`src/rtl/fifo_window_pkg.sv`:
```
// Shared helpers for the shift-FIFO family: constant clog2, word slicing and
// the push/pop operation encoding used by the window buffer.
package fifo_window_pkg;

  typedef enum logic [1:0] {
    OP_IDLE     = 2'b00,
    OP_POP      = 2'b01,
    OP_PUSH     = 2'b10,
    OP_PUSH_POP = 2'b11
  } op_e;

  // Ceiling log2, usable in parameter declarations.
  function automatic int clog2(input int value);
    int res;
    int rem;
    res = 0;
    rem = value - 1;
    while (rem > 0) begin
      res = res + 1;
      rem = rem >> 1;
    end
    return res;
  endfunction

  // LSB position of word idx in a packed array of data_size-bit words.
  function automatic int word_lsb(input int idx, input int data_size);
    return idx * data_size;
  endfunction

endpackage

```
`src/rtl/fifo_window_rise_detect.sv`:
```
// Rising-edge detector; the history register resets to INIT so a level held
// high through reset does not produce a spurious event.
module rise_detect #(
  parameter logic INIT = 1'b1
) (
  input  logic clk,
  input  logic reset,
  input  logic sig,
  output logic rise
);

  logic q_r;

  // Previous-cycle sample of the input.
  always_ff @(posedge clk or negedge reset) begin
    if (!reset) begin
      q_r <= INIT;
    end else begin
      q_r <= sig;
    end
  end

  assign rise = sig & ~q_r;

endmodule

```
`src/rtl/fifo_window.sv`:
```
// DEPTH-word shift window with occupancy count: valid/ready push, step-edge
// push, batch load, pop of oldest, and back-pressure or overwrite when full.
module fifo_window
  import fifo_window_pkg::*;
#(
  parameter int   DATA_SIZE = 8,
  parameter int   DEPTH     = 4,
  parameter bit   OVERWRITE = 1'b1,
  localparam int  CNT_W     = clog2(DEPTH + 1)
) (
  input  logic                       clk,
  input  logic                       reset,
  input  logic                       clear,
  input  logic                       in_valid,
  input  logic [DATA_SIZE-1:0]       in_data,
  output logic                       in_ready,
  input  logic                       step,
  input  logic                       load,
  input  logic [DATA_SIZE*DEPTH-1:0] load_data,
  input  logic [CNT_W-1:0]           load_count,
  input  logic                       pop,
  output logic [DATA_SIZE-1:0]       newest,
  output logic [DATA_SIZE-1:0]       oldest,
  output logic [DATA_SIZE*DEPTH-1:0] window,
  output logic [CNT_W-1:0]           count,
  output logic                       full,
  output logic                       empty,
  output logic                       tick,
  output logic                       dropped
);

  localparam int               MEM_W   = DATA_SIZE * DEPTH;
  localparam logic [CNT_W-1:0] DEPTH_C = CNT_W'(DEPTH);

  logic [MEM_W-1:0]     mem_r;
  logic [MEM_W-1:0]     mem_n_s;
  logic [CNT_W-1:0]     count_r;
  logic [CNT_W-1:0]     count_n_s;
  logic                 tick_r;
  logic                 tick_n_s;
  logic                 dropped_r;
  logic                 dropped_n_s;
  logic                 step_rise_s;
  logic                 full_s;
  logic                 in_ready_s;
  logic                 push_ev_s;
  logic                 pop_eff_s;
  op_e                  op_s;
  logic [DATA_SIZE-1:0] oldest_s;

  rise_detect #(
    .INIT (1'b1)
  ) u_step_rise (
    .clk   (clk),
    .reset (reset),
    .sig   (step),
    .rise  (step_rise_s)
  );

  assign full_s     = (count_r == DEPTH_C);
  assign in_ready_s = OVERWRITE ? 1'b1 : ~full_s;
  // A handshake and a step edge in the same cycle collapse into one push.
  assign push_ev_s  = (in_valid | step_rise_s) & in_ready_s;
  assign pop_eff_s  = pop & (count_r != {CNT_W{1'b0}});
  assign op_s       = op_e'({push_ev_s, pop_eff_s});

  // Next state: clear beats load, load beats push/pop.
  always_comb begin
    mem_n_s     = mem_r;
    count_n_s   = count_r;
    tick_n_s    = 1'b0;
    dropped_n_s = 1'b0;
    if (clear) begin
      mem_n_s   = {MEM_W{1'b0}};
      count_n_s = {CNT_W{1'b0}};
      tick_n_s  = 1'b1;
    end else if (load) begin
      mem_n_s   = load_data;
      count_n_s = (load_count > DEPTH_C) ? DEPTH_C : load_count;
      tick_n_s  = 1'b1;
    end else begin
      if (push_ev_s) begin
        mem_n_s = {mem_r[MEM_W-DATA_SIZE-1:0], in_data};
      end else begin
        mem_n_s = mem_r;
      end
      case (op_s)
        OP_PUSH: begin
          count_n_s   = full_s ? count_r : count_r + CNT_W'(1);
          dropped_n_s = full_s;
          tick_n_s    = 1'b1;
        end
        OP_POP: begin
          count_n_s = count_r - CNT_W'(1);
          tick_n_s  = 1'b1;
        end
        OP_PUSH_POP: begin
          count_n_s = count_r;
          tick_n_s  = 1'b1;
        end
        default: begin
          count_n_s = count_r;
        end
      endcase
    end
  end

  // State and pulse registers.
  always_ff @(posedge clk or negedge reset) begin
    if (!reset) begin
      mem_r     <= {MEM_W{1'b0}};
      count_r   <= {CNT_W{1'b0}};
      tick_r    <= 1'b0;
      dropped_r <= 1'b0;
    end else begin
      mem_r     <= mem_n_s;
      count_r   <= count_n_s;
      tick_r    <= tick_n_s;
      dropped_r <= dropped_n_s;
    end
  end

  // Oldest valid word sits at index count-1; zero when empty.
  always_comb begin
    oldest_s = {DATA_SIZE{1'b0}};
    for (int i = 0; i < DEPTH; i++) begin
      oldest_s = (count_r == CNT_W'(i + 1)) ?
                 mem_r[word_lsb(i, DATA_SIZE) +: DATA_SIZE] : oldest_s;
    end
  end

  assign in_ready = in_ready_s;
  assign newest   = mem_r[DATA_SIZE-1:0];
  assign oldest   = oldest_s;
  assign window   = mem_r;
  assign count    = count_r;
  assign full     = full_s;
  assign empty    = (count_r == {CNT_W{1'b0}});
  assign tick     = tick_r;
  assign dropped  = dropped_r;

endmodule

```
`config.mk`:
```
export PLATFORM = sky130hd
export DESIGN_NAME = fifo_window
export DESIGN_NICKNAME = d
export VERILOG_FILES = /design/src/rtl/fifo_window_pkg.sv /design/src/rtl/fifo_window_rise_detect.sv /design/src/rtl/fifo_window.sv
export SDC_FILE = /design/constraint.sdc
export NUM_CORES = 1
export LEC_CHECK = 0
export CAP_MARGIN = 30
export CORE_MARGIN = 2
export CORE_UTILIZATION = 42
export CTS_CLUSTER_DIAMETER = 150
export DETAILED_ROUTE_END_ITERATION = 16
export MAX_ROUTING_LAYER = met4
export PLACE_DENSITY = 0.81
export SYNTH_ARGS = -nofsm -noshare
export SYNTH_HDL_FRONTEND = slang
export SYNTH_SLANG_ARGS = --single-unit
```
`constraint.sdc`:
```
create_clock -name clk -period 2.3 [get_ports clk]
set_input_delay 0.46 -clock clk [delete_from_list [all_inputs] [get_ports clk]]
set_output_delay 0.46 -clock clk [all_outputs]
set_load 0.01 [all_outputs]
```
# Word-level counts from Yosys, hierarchy flattened

Index checks and enable logic that the tools add are counted.

Bitwise gates (word level): 4
Add/subtract/negate cells: 2
Reduce and logical (&&, ||, !) cells: 6
Order comparisons: 1
Equality and inequality tests: 8
Muxes and demuxes: 18

Operators with widths:

| cell                  | number |
|---|---|
| $mux W32              | 3 |
| $mux W8               | 4 |
| $mux W3               | 4 |
| $eq A3 B2 Y1 const B  | 2 |
| $mux W1               | 6 |
| $pmux W3 S2           | 1 |
| $reduce_bool A3 Y1    | 2 |
| $eq A2 B2 Y1 const B  | 2 |
| $ne A4 B4 Y1 const B  | 1 |
| $reduce_bool A4 Y1    | 1 |
| $add A3 B1 Y3 const B | 1 |
| $eq A3 B1 Y1 const B  | 1 |
| $eq A3 B3 Y1 const B  | 1 |
| $gt A3 B3 Y1 const B  | 1 |
| $logic_not A3 Y1      | 1 |
| $reduce_or A3 Y1      | 1 |
| $sub A3 B1 Y3 const B | 1 |
| $and A1 B1 Y1         | 2 |
| $eq A2 B1 Y1 const B  | 1 |
| $reduce_and A2 Y1     | 1 |
| $not A1 Y1            | 1 |
| $or A1 B1 Y1          | 1 |

Input port bits: 50
Word-level logic and storage cells: 44
Bits in registers: 38
Output and inout port bits: 56

# Logic depth before layout (Yosys ltp)

Word-level depth: 8
Mapped depth: 10
Mapped depth without buffers: 10

# By module

From an unflattened synthesis, not the netlist that was laid out.

Cells, all modules: 298
Area total of the unflattened synthesis: 2,457.4 sq um

Modules (own cells, without submodules):

| module      | instances | sequential area each (sq um) | area an instance (sq um) | cells each |
|---|---|---|---|---|
| fifo_window | 1         | 925.9                        | 2,417.3                  | 296 |
| rise_detect | 1         | 26.3                         | 40.0                     | 2 |

# Worst setup path before layout

OpenSTA, ideal clock, no wires.

Path kind: flip-flop to flip-flop
Start: register count_r[0] (netlist: count[0])
End: register count_r[2] (netlist: count[2])
Stages on the path, launching flop included: 11
Arrival: 2.224 ns
Path buffers: 0
Clock period less this slack: 2.323 ns
Setup time: 0.099 ns
Data required time: 2.201 ns
Setup slack: -0.023 ns
Cell sequence: dfrtp_1 inv_1 ha_1 nor2b_1 nand2b_1 inv_1 ha_1 or3_1 a21oi_1 a221oi_1 a311oi_1

Cells in the longest elaborated chain, start to end: 6
Elaborated cells on any way between the ends: 14
Those cells by class: add/sub: 2; eq/ne: 4; mux: 4; bitwise: 1; reduce/logical: 3

Ends and longest elaborated chain:

| what                                                  | RTL line           | source |
|---|---|---|
| start: declaration                                    | fifo_window.sv:37  | `logic [CNT_W-1:0] count_r;` |
| start signal: assignment                              | fifo_window.sv:112 | `count_r <= {CNT_W{1'b0}};` |
| start signal: assignment                              | fifo_window.sv:117 | `count_r <= count_n_s;` |
| branches (longest 6 deep; another with $add A3 B1 Y3) | -                  |  |

Several ways; the timed one is not identified. The select of a mux whose other input is x is not followed.
A chain may end at the register's enable or synchronous reset.

# Worst setup path in the final report

Start: register count_r[1] (netlist: count[1])
End: output oldest[6]

Cells in the longest elaborated chain, start to end: 5
Elaborated cells on any way between the ends: 8
Those cells by class: eq/ne: 4; mux: 4

Ends and longest elaborated chain:

| what                 | RTL line           | source |
|---|---|---|
| $eq A3 B1 Y1         | fifo_window.sv:127 | `oldest_s = (count_r == CNT_W'(i + 1)) ?` |
| $mux W8 (3 in a row) | fifo_window.sv:127 |  |
| $mux W8 (*)          | fifo_window.sv:127 |  |
| end: declaration     | fifo_window.sv:23  | `output logic [DATA_SIZE-1:0] oldest,` |

Every way passes the cells marked *; elsewhere a longest branch is shown, timed or not.

==> run summary <==
The flow ran to the end, but the final reports show violations. The final reports fail on setup timing. Together, buffers and inverters on the worst path number 1.

The worst-margin pin slew is between 0.8 and 0.9 ns. Clock tree synthesis selected as its root buffer the cell clkbuf_8. Power spread over the standard cell area amounts to around 570 nW/µm². The number of hold violations in the final report is 0. The setup path with the least slack is of type register to output port. The port buffer count is about 100.

The initial cell density of the core is 43.1%. The most used flip-flop cell after synthesis is dfrtp_1. The violation count after the first detailed-routing iteration came out at 99.

The number of setup violations in the final report came out at 5. The largest net degree at the start of global routing came out at 43. The synthesized area per cell came out at about 9.3 µm².

By area the synthesized netlist is led by dfrtp_1, mux2i_1, a211oi_1. The portion of total power attributed to sequential cells is between 30 and 40%. The async set-reset flop share out of synthesis came out at 100%.

The highest-delay cell along the critical path is dfrtp_2. Counting distinct cell types in the post-synthesis netlist gives 30. The overall routed net length is around 7100 µm. The busiest metal layer after global routing is met2. The tightest slew margin relative to the limit came out at 43.2%.

The first TritonRoute pass finished after 4 iterations. The routed layout has roughly 2300 vias. The top cell family by delay on the critical path is flip-flops. The final instance area came out at 3790 µm². The minimum period implied by the final worst setup slack came out at about 2.4 ns. The global-route usage over all layers is between 20% and 30%. The number of remaining DRC errors came out at 0. The area share of the largest cell type after synthesis is between 30% and 40%. The max-slew violation count came out at 0.

The total net switching power is around 670 µW. In this run the standard cell core region covers approximately 5500 µm². The clock network burns about a quarter of the power. The slack of the critical path is -0.0825 ns. The chip width came out at between 70 and 80 µm.

The mean number of vias per cell is ~5.3. At the worst endpoint, the arrival time is 1.92 ns. Synthesis produced approximately 250 cells.

For the worst-skew pair, the clock arrives at the later sink with an insertion delay of 0.29 ns. The placement-stage cell area is between 3000 and 4000 µm². The flop and latch count out of synthesis came out at 38. The die height is approximately 79 µm. Counting every sink on the clock net gives 38. The number of global-route vias before repair is 2129. The largest buffer count on any clock path is 2. The overall die area is around 6200 µm². The count of warnings emitted by yosys is 0. After floorplanning, the core was divided into 27 placement rows.

The relative area change from synthesis to final layout came out at 60.6%. The area taken by flip-flops and latches is approximately 950 µm². TritonCTS built the clock tree. The class of the tightest hold or removal check is input port to async pin. The switching power as a share of total power is between 30% and 40%. The initial antenna violation count came out at 0.

The count of maximum capacitance violations came out at 0. The clock slew at the register clock pins of the worst setup and hold paths came out at about 0.07 ns. The final weighted congestion in routability-driven placement is about 0.90.

Walking the worst path, the cells encountered are ha_4 > ha_4 > or2_4 > a21oi_2 > a21oi_1 > a21oi_1 > buf_2. The internal power of the cells came out at 1.48 mW. The standby leakage power is between 1.5 and 2 nW. The worst hold slack came out at between 0.2 and 0.3 ns. The met3 usage in global routing is approximately 5.0%. The most common cell in the synthesized netlist is nor2_1.

The detail route stage leaves a number of antenna-violating nets equal to 0. The endpoint type of the worst setup path is an output port. The peak fanout along the critical path came out at 8. The share of layout cells above drive strength 1 came out at around 20%. The fmax came out at about 420 MHz. The number of inserted diodes came out at 0.

The most area-hungry cell type in the Yosys netlist is dfrtp_1. The net count after synthesis came out at between 300 and 400. The number of filler instances in the final layout is between 400 and 500. The data required time at the worst endpoint came out at between 1.5 and 2 ns.

After detailed routing, the average wire length per cell comes to 16.3 µm. The pre-CTS worst setup slack is -0.207 ns. The final period utilization is 104%. The maximum vdd ir drop came out at roughly 0.00033 V. In this run the number of H-tree levels came out at 2.

In this run the cell area of the synthesized design comes to 2360 µm². The final net count is about 420. Once detailed placement completed, the half-perimeter wirelength came to between 4000 and 5000 µm. Combinational logic burns a little under two fifths of the power. The worst clock skew is about 0.0020 ns.

The delay of the slowest cell on the worst path is about 0.46 ns. Setup repair after global routing could not meet its margin everywhere. The nature of the critical path startpoint is a register. By count the netlist is led by nor2_1, dfrtp_1, a211oi_1. The fraction of met1 tracks used by global routing is 28.5%. For this design the top-level I/O count stands at 106. The multi-input combinational cell area is between 1000 and 1500 µm². Yosys mapped a number of flops with a built-in enable equal to 0. The remaining global-route overflow is 0. The number of clock buffers added by TritonCTS is 5. The wire length of the first global-routing pass is 10600 µm. The part of the Yosys area used for sequential elements is between 40% and 50%. For this run, global-route usage on met2 was measured as a little over a third.
[power groups by stage]
stage,clock (mW),sequential [mW],combinational (mW)
3_5_place_dp,0,0.787,0.718
3_3_place_gp,0,0.784,0.710
4_1_cts,0.576,0.774,0.705
2_1_floorplan,0,0.801,0.315
5_1_grt,0.605,0.788,0.860
6_report,0.564,0.781,0.804
[cells in the final DEF (no fill, tap or decap), types with 5 or more instances in the layout]
master,instances
clkdlybuf4s50_1,93
clkbuf_8,5
nand2_1,10
a211oi_1,34
nand3b_1,8
dfrtp_1,36
a21oi_1,13
buf_6,5
buf_4,17
ha_4,6
buf_2,9
a21oi_2,11
mux2i_1,32
nor2_1,41
inv_1,5
[worst reg2reg max path: stages, from the launching register on]
cell,delay (ns)
dfrtp_2,0.46
buf_6,0.14
inv_4,0.06
buf_6,0.10
ha_4,0.13
nor2b_4,0.13
nand2b_4,0.13
inv_4,0.04
ha_4,0.15
or3_4,0.34
a21oi_4,0.17
a221oi_2,0.05
a311oi_1,0.25
[state kept, by name (all words and copies together), names as in the netlist]
| name | count |
|---|---|
| dropped | 1 |
| u_step_rise.q_r | 1 |
| window | 32 |
| tick | 1 |
| count | 3 |
[timing repair]
action | in CTS | in global routing
pin swaps | 6 | 13
resized for setup | 48 | 35
hold endpoints to repair | 0 | 0
setup endpoints to repair | 12 | 12
buffers inserted | 0 | 5
gates cloned | 0 | 1
hold buffers | 0 | 0
[per-stage QoR]
stage / util (%) / power, mW / cells / TNS, ns
after floorplan: - / 1.12 / 253 / 0
after global placement: 63.2 / 1.49 / 419 / -1.25
after detailed placement: 63.2 / 1.51 / 419 / -1.59
after CTS: 65.3 / 2.05 / 427 / -0.0182
after global routing: 69.3 / 2.25 / 433 / -0.829
final: 69.3 / 2.15 / 433 / -0.171
[worst paths after layout]
kind | start | end | slack [ns] | cells past startpoint
max reg2reg | count[1] | count[2] | 0.04 | 12
min reg2reg | window[24] | window[24] | 0.65 | 2
max in group asynchronous | reset | count[1] | 1.44 | 1
min | reset | window[30] | 0.27 | 1
max | count[1] | oldest[6] | -0.08 | 7
min in group clk | window[24] | window[24] | 0.65 | 2
[layer usage]
metal | part of all wire [%] | wire [µm]
met5 | 0 | 0
met3 | 6.8 | 481
met4 | 0.96 | 68
met2 | 50 | 3520
met1 | 42 | 3000
[cell families (layout without fill, tap and decap cells)]
family	count (synthesis)	in the layout	synth area share, %
AO/OA/AOI/OAI	64	64	18.2
XOR/XNOR	2	2	0.742
adder cells (fa/ha/maj)	9	9	4.77
buffers and inverters	37	145	8.85
flip-flops	38	38	40.4
multiplexers	32	32	13.6
other	1	1	0.159
AND/OR/NAND/NOR	70	70	13.4
[area by class of cell]
type | instances | share of cell area (%)
clock buffer | 6 | 1.91
clock inverter | 2 | 0.990
inverter | 9 | 1.09
multi-input combinational | 178 | 36.3
sequential | 38 | 25.2
tap | 72 | 2.38
timing repair buffer | 128 | 32.2
Power figures use the tool's default switching activity.
